File: config.mk
export PLATFORM = sky130hd
export DESIGN_NAME = ahb_arbiter2
export DESIGN_NICKNAME = d
export VERILOG_FILES = /design/src/rtl/ahb_arbiter2.sv
export SDC_FILE = /design/constraint.sdc
export NUM_CORES = 1
export LEC_CHECK = 0
export CAP_MARGIN = 0
export CORE_AREA = 2 2 81 83
export DETAILED_ROUTE_END_ITERATION = 8
export DIE_AREA = 0 0 83 85
export HOLD_SLACK_MARGIN = 0.12
export PLACE_DENSITY_LB_ADDON = 0.25
export SYNTH_ARGS = -nofsm -noshare
export SYNTH_HDL_FRONTEND = slang
export SYNTH_SLANG_ARGS = --single-unit
File: constraint.sdc
create_clock -name clk -period 3.93 [get_ports clk]
set_input_delay 0.786 -clock clk [delete_from_list [all_inputs] [get_ports clk]]
set_output_delay 0.786 -clock clk [all_outputs]
set_load 0.05 [all_outputs]
File: src/rtl/ahb_arbiter2.sv
// Two-master AHB-Lite arbiter: registered round-robin grant with bounded hold,
// address-phase mux by address owner and write-data mux by data-phase owner.
module ahb_arbiter2 #(
  parameter int AW       = 32,
  parameter int DW       = 32,
  parameter int MAX_HOLD = 16
) (
  input  logic          clk,
  input  logic          reset,
  input  logic          HBUSREQ0,
  input  logic          HBUSREQ1,
  output logic          HGRANT0,
  output logic          HGRANT1,
  input  logic [AW-1:0] HADDR0,
  input  logic [AW-1:0] HADDR1,
  input  logic [1:0]    HTRANS0,
  input  logic [1:0]    HTRANS1,
  input  logic          HWRITE0,
  input  logic          HWRITE1,
  input  logic [DW-1:0] HWDATA0,
  input  logic [DW-1:0] HWDATA1,
  input  logic          HREADY,
  output logic [AW-1:0] HADDR,
  output logic [1:0]    HTRANS,
  output logic          HWRITE,
  output logic [DW-1:0] HWDATA,
  output logic          HMASTER,
  output logic          HMASTER_D
);

  localparam logic [7:0] HOLD_LIM = 8'(MAX_HOLD);

  logic       g, o, d;
  logic [7:0] hold_cnt;
  logic       req_own, req_oth, next_grant;

  assign HGRANT0   = ~g;
  assign HGRANT1   = g;
  assign HMASTER   = o;
  assign HMASTER_D = d;

  assign HADDR  = o ? HADDR1  : HADDR0;
  assign HTRANS = o ? HTRANS1 : HTRANS0;
  assign HWRITE = o ? HWRITE1 : HWRITE0;
  assign HWDATA = d ? HWDATA1 : HWDATA0;

  always_comb begin
    req_own    = g ? HBUSREQ1 : HBUSREQ0;
    req_oth    = g ? HBUSREQ0 : HBUSREQ1;
    next_grant = g;
    if (!req_oth && !req_own)
      next_grant = 1'b0;                 // park on the core
    else if (req_oth && (!req_own || hold_cnt >= HOLD_LIM))
      next_grant = ~g;
  end

  // Ownership only advances on completed beats, so a stalled transfer keeps
  // both its address and data owner.
  always_ff @(posedge clk or posedge reset) begin
    if (reset) begin
      g        <= 1'b0;
      o        <= 1'b0;
      d        <= 1'b0;
      hold_cnt <= 8'd0;
    end else if (HREADY) begin
      d <= o;
      o <= g;
      g <= next_grant;
      if (next_grant != g)
        hold_cnt <= 8'd0;
      else if (o == g && HTRANS[1] && hold_cnt != 8'hFF)
        hold_cnt <= hold_cnt + 8'd1;
    end
  end

endmodule

---- After elaboration in Yosys (flattened, before gate mapping) ----
Cells that the tools add are included.
word-level totals
  flip-flop bits (word level) ............. 11
  input bits .............................. 139
  output and inout bits ................... 71
  logic and storage cells ................. 29
cells by class
  add/sub/neg operators ................... 1
  magnitude comparators ................... 1
  eq/ne operators ......................... 3
  multiplexer cells ....................... 10
  bitwise gates (word level) .............. 1
  reductions and logical operators ........ 9
operator list
  operator                                              count
  2-to-1 mux 32 bit                                     2
  2-to-1 mux 8 bit                                      2
  adder 8 x 1 -> 8 bit (second input constant)          1
  >= comparator 8 x 5 -> 1 bit (second input constant)  1
  inequality test 8 bit (second input constant)         1
  2-to-1 mux 1 bit                                      5
  logical AND 1 bit                                     4
  zero test 1 bit                                       2
  2-to-1 mux 2 bit                                      1
  AND reduction 2 bit                                   1
  nonzero test 2 bit                                    1
  == test 1 bit                                         1
  logical OR 1 bit                                      1
  inequality test 1 bit                                 1
  inverter 1 bit                                        1

---- Logic depth before layout (Yosys ltp) ----
  word-level depth ........................ 9
  gate-level depth with buffers ........... 5
  mapped depth without buffers ............ 5

---- Least setup slack after synthesis ----
No wires, ideal clock.
  path kind ............................... reg-to-output
  from .................................... register o, in the netlist HMASTER
  to ...................................... output HADDR[10]
  arrival time ............................ 1.664 ns
  data required time ...................... 3.144 ns
  path slack .............................. 1.480 ns
  stages on the path, launching flop included .. 4
  buffers on the path ..................... 2
  path through ............................ dfrtp_1 -> buf_2 -> buf_2 -> mux2_2
between the ends
  cells in the longest elaborated chain, start to end .. 1
ends and longest elaborated chain
  item                    RTL line  RTL
  start, declared         33        logic g, o, d;
  start signal, assigned  67        o <= g;
  2-to-1 mux 32 bit       42        assign HADDR = o ? HADDR1 : HADDR0;
  end, declared           23        output logic [AW-1:0] HADDR,
Every way passes these cells.

---- Worst setup path in the final report ----
  from .................................... input HWDATA0[6]
  to ...................................... output HWDATA[6]
between the ends
  cells in the longest elaborated chain, start to end .. 1
ends and longest elaborated chain
  item               RTL line  RTL
  start, declared    20        input logic [DW-1:0] HWDATA0,
  2-to-1 mux 32 bit  45        assign HWDATA = d ? HWDATA1 : HWDATA0;
  end, declared      26        output logic [DW-1:0] HWDATA,
Every way passes these cells.

==> metrics list <==
- Result of the run: finished clean
* Total global routing overflow: 0
* Data arrival at the endpoint of the critical path: 2.28 ns
* Clock-pin slew on the worst setup and hold paths: 0.05 ns
* CTS buffer count: 3
* Detailed-route vias per instance: 4.66
- Distinct cell type count of the synthesized netlist: 33
* Half-perimeter wire length after detailed placement: 6370 um
* Die height: 85 um
- The die covers 7060 sq um.
- Summing internal, switching and leakage power gives 1720 uW.
- Entering global routing, the biggest net connects 43 pins.
* Per-cell routed wire length: 17.4 um
* Final worst path period need: 3.07 ns
- Ratio of cells with drive above 1 in the final layout: 0.225
- ANT nets after route: 0
* Type of the worst setup path: input pin to output port
* Number of instances resized during post-cts repair: 0
- Initial antenna violation count: 0
* Synthesis warning total: 0
- The routed design has 7540 um of wire.
- Number of cell rows: 29
- For this design, the sink count on the clock tree is 11.
- Antenna diode count: 0
- In the global route stage, overall resource usage came out at 0.206.
* Gpl congestion: 0.817
- Compared with the post-synthesis result, the final layout area differs by 149%.
- Final Hold Slack: 0.595 ns
* Setup crit start kind: input pin
- Worst-case vdd ir drop: 0.000294 V
- The floorplan step defined a core boundary enclosing 6200 sq um.
* H-Tree Depth: 1
* Max-slew violations: 0
* Post-synth top area cell: sky130_fd_sc_hd__mux2_2
- Total of max-cap violations: 0
* Cts hold-fix bufs: 0
- Dividing the final minimum period by the clock period gives 0.780.
- Of the post-synthesis cell area, the dominant cell type holds 0.524.
* Clock tree root driver cell: sky130_fd_sc_hd__clkbuf_8
- Remaining routing DRC violations: 0
- In the post-synthesis netlist, the biggest area contributors are sky130_fd_sc_hd__mux2_2 (52%), sky130_fd_sc_hd__dfrtp_1 (19%), sky130_fd_sc_hd__inv_1 (2.5%), sky130_fd_sc_hd__a21oi_1 (2.4%), sky130_fd_sc_hd__buf_2 (2.4%).
- At the pin with the least slew margin, the transition time is 0.609 ns.
- Derived from the worst setup path, the maximum achievable clock frequency is 326 MHz.
- Setup violations remaining at the end of the flow were counted as 0.
- Tightest Hold Check Type: flop to flop
- Clock tree from TritonCTS: done
* Fraction of the yosys area taken by sequential cells: 0.185
- Cell area after synthesis: 1480 sq um
* Net Count, Synth: 291
- The first detailed-routing pass ran for 4 iterations.
- Post-CTS timing repair inserted 0 buffers for setup.
- Worst endpoint required time: 3.14 ns
* Global-route wire length before repair: 11500 um
- The via count of the first global-routing pass came to 2110.
- Headroom to the max-slew limit came out at 0.593.
* Pwr/cell area: 466 nW/um^2
* Buffer depth of the longest clock path: 2
* Number of input and output port buffers inserted: 209
- Largest driver fanout on the critical path: 1
* Flop and latch count out of synthesis: 11
- Number of ports placed on the die boundary: 210
* Worst setup margin: 0.865 ns
* Number of instances in the synthesized netlist: 150
- The total count of hold-check failures in the final report is 0.
- Post-Place Worst Slack: 0.879 ns
* Die W: 83 um
* Setup TNS: 0 ns
* Cell area after placement: 3650 sq um
- The final layout contains 498 nets.
- First DRT Iteration DRCs: 42
- After routing the design area is 3690 sq um.
* R2R Setup Slk: 2.07 ns
* DR vias: 2018
* Average footprint of a synthesized cell: 9.89 sq um
- Endpoint kind of the worst setup timing path: output port
- For this configuration, the core starts out at a cell density of 0.239.
* RSZ-0062 raised after global routing: false
* Clock latency reported for the late side of the worst-skew pair: 0.24 ns
- Final clock skew: 0.00554 ns
- Summed over all cells, the static leakage comes to 0.00139 uW.
[sequential cells by signal, summed over array words and instances, names as in the netlist]
register / count
hold_cnt: 8
HMASTER: 1
HMASTER_D: 1
HGRANT1: 1
[layout by cell type, fill, tap and decap left out, types with 2 or more instances in the layout]
cell	Yosys	final
sky130_fd_sc_hd__nand3_1	4	4
sky130_fd_sc_hd__mux2_2	69	69
sky130_fd_sc_hd__inv_1	10	10
sky130_fd_sc_hd__nor3b_1	2	2
sky130_fd_sc_hd__dfrtp_1	11	11
sky130_fd_sc_hd__or3_1	4	4
sky130_fd_sc_hd__ha_1	2	2
sky130_fd_sc_hd__a21oi_1	7	7
sky130_fd_sc_hd__clkbuf_8	0	3
sky130_fd_sc_hd__nor3_1	2	2
sky130_fd_sc_hd__nand2_1	2	2
sky130_fd_sc_hd__nand4_1	2	2
sky130_fd_sc_hd__clkdlybuf4s50_1	0	209
sky130_fd_sc_hd__o21ai_0	5	5
sky130_fd_sc_hd__nor2_1	2	2
sky130_fd_sc_hd__a2bb2oi_1	2	2
sky130_fd_sc_hd__a31oi_1	2	2
[cell type report]
| cell class | instances | area [sq um] |
|---|---|---|
| inverters | 10 | 37.5 |
| well taps | 77 | 96.3 |
| repair buffers | 211 | 2120 |
| fillers | 561 | 2510 |
| flip-flops and latches | 11 | 275 |
| multi-input cells | 120 | 1120 |
| clock buffers | 4 | 45.0 |
[power by group]
| group | internal (uW) | leakage (uW) | switching (uW) | total [uW] |
|---|---|---|---|---|
| Sequential | 136 | 0.000144 | 33.6 | 169 |
| Combinational | 598 | 0.00122 | 840 | 1440 |
| Clock | 71.3 | 0.0000228 | 43.4 | 115 |
[critical path, cell delays in order]
cell	delay, ns
sky130_fd_sc_hd__clkdlybuf4s50_1	0.45
sky130_fd_sc_hd__mux2_2	0.16
sky130_fd_sc_hd__clkdlybuf4s50_1	0.88
[final timing paths]
| path | from | end | depth (start not counted) |
|---|---|---|---|
| setup / recovery | HWDATA0[6] | HWDATA[6] | 3 |
| hold / removal | hold_cnt[1] | hold_cnt[1] | 2 |
| setup reg to reg | HMASTER | hold_cnt[6] | 5 |
| hold reg to reg | hold_cnt[1] | hold_cnt[1] | 2 |
| max in group asynchronous | reset | hold_cnt[0] | 2 |
| min in group asynchronous | reset | HGRANT1 | 2 |
[routing by layer]
| metal | routed length, um | part of all wire | vias to the layer above | global-route usage |
|---|---|---|---|---|
| met2 | 3470 | 0.46 | 114 | 0.340 |
| met5 | 0 | 0 | - | 0 |
| met1 | 3040 | 0.40 | 927 | 0.243 |
| met3 | 975 | 0.13 | 4 | 0.116 |
| li1 | - | - | 973 | - |
| met4 | 56 | 0.0074 | 0 | 0.0238 |
[synthesized netlist by cell type]
cell type / count
sky130_fd_sc_hd__nor2_1: 2
sky130_fd_sc_hd__or3_1: 4
sky130_fd_sc_hd__o22ai_1: 1
sky130_fd_sc_hd__clkbuf_1: 1
sky130_fd_sc_hd__nor3b_1: 2
sky130_fd_sc_hd__or2_0: 1
sky130_fd_sc_hd__or4_4: 1
sky130_fd_sc_hd__a21oi_1: 7
sky130_fd_sc_hd__nand3_1: 4
sky130_fd_sc_hd__a31oi_1: 2
sky130_fd_sc_hd__buf_2: 7
sky130_fd_sc_hd__o221ai_2: 1
sky130_fd_sc_hd__o32ai_1: 1
sky130_fd_sc_hd__or3b_1: 1
sky130_fd_sc_hd__nor3_1: 2
sky130_fd_sc_hd__nor3b_2: 1
sky130_fd_sc_hd__dfrtp_1: 11
sky130_fd_sc_hd__xnor2_1: 1
sky130_fd_sc_hd__nand4_1: 2
sky130_fd_sc_hd__a41oi_1: 1
sky130_fd_sc_hd__nand3_2: 1
sky130_fd_sc_hd__buf_6: 1
sky130_fd_sc_hd__nor4_1: 1
sky130_fd_sc_hd__nand2_1: 2
sky130_fd_sc_hd__nand2_2: 1
sky130_fd_sc_hd__and3_1: 1
sky130_fd_sc_hd__o31ai_1: 1
sky130_fd_sc_hd__inv_1: 10
sky130_fd_sc_hd__ha_1: 2
sky130_fd_sc_hd__a21oi_2: 1
sky130_fd_sc_hd__o21ai_0: 5
sky130_fd_sc_hd__mux2_2: 69
sky130_fd_sc_hd__a2bb2oi_1: 2
[per-stage QoR]
stage,utilization,cells
2_1_floorplan,-,150
3_3_place_gp,0.588,429
3_5_place_dp,0.588,429
4_1_cts,0.595,433
5_1_grt,0.595,433
6_report,0.595,433
[logic make-up after synthesis]
kind of cell | synth area share
flip-flops | 0.185
adder cells (fa/ha/maj) | 0.0169
buffers and inverters | 0.0590
AND/OR/NAND/NOR | 0.111
multiplexers | 0.524
XOR/XNOR | 0.00590
AO/OA/AOI/OAI | 0.0978
Power figures use the tool's default switching activity.
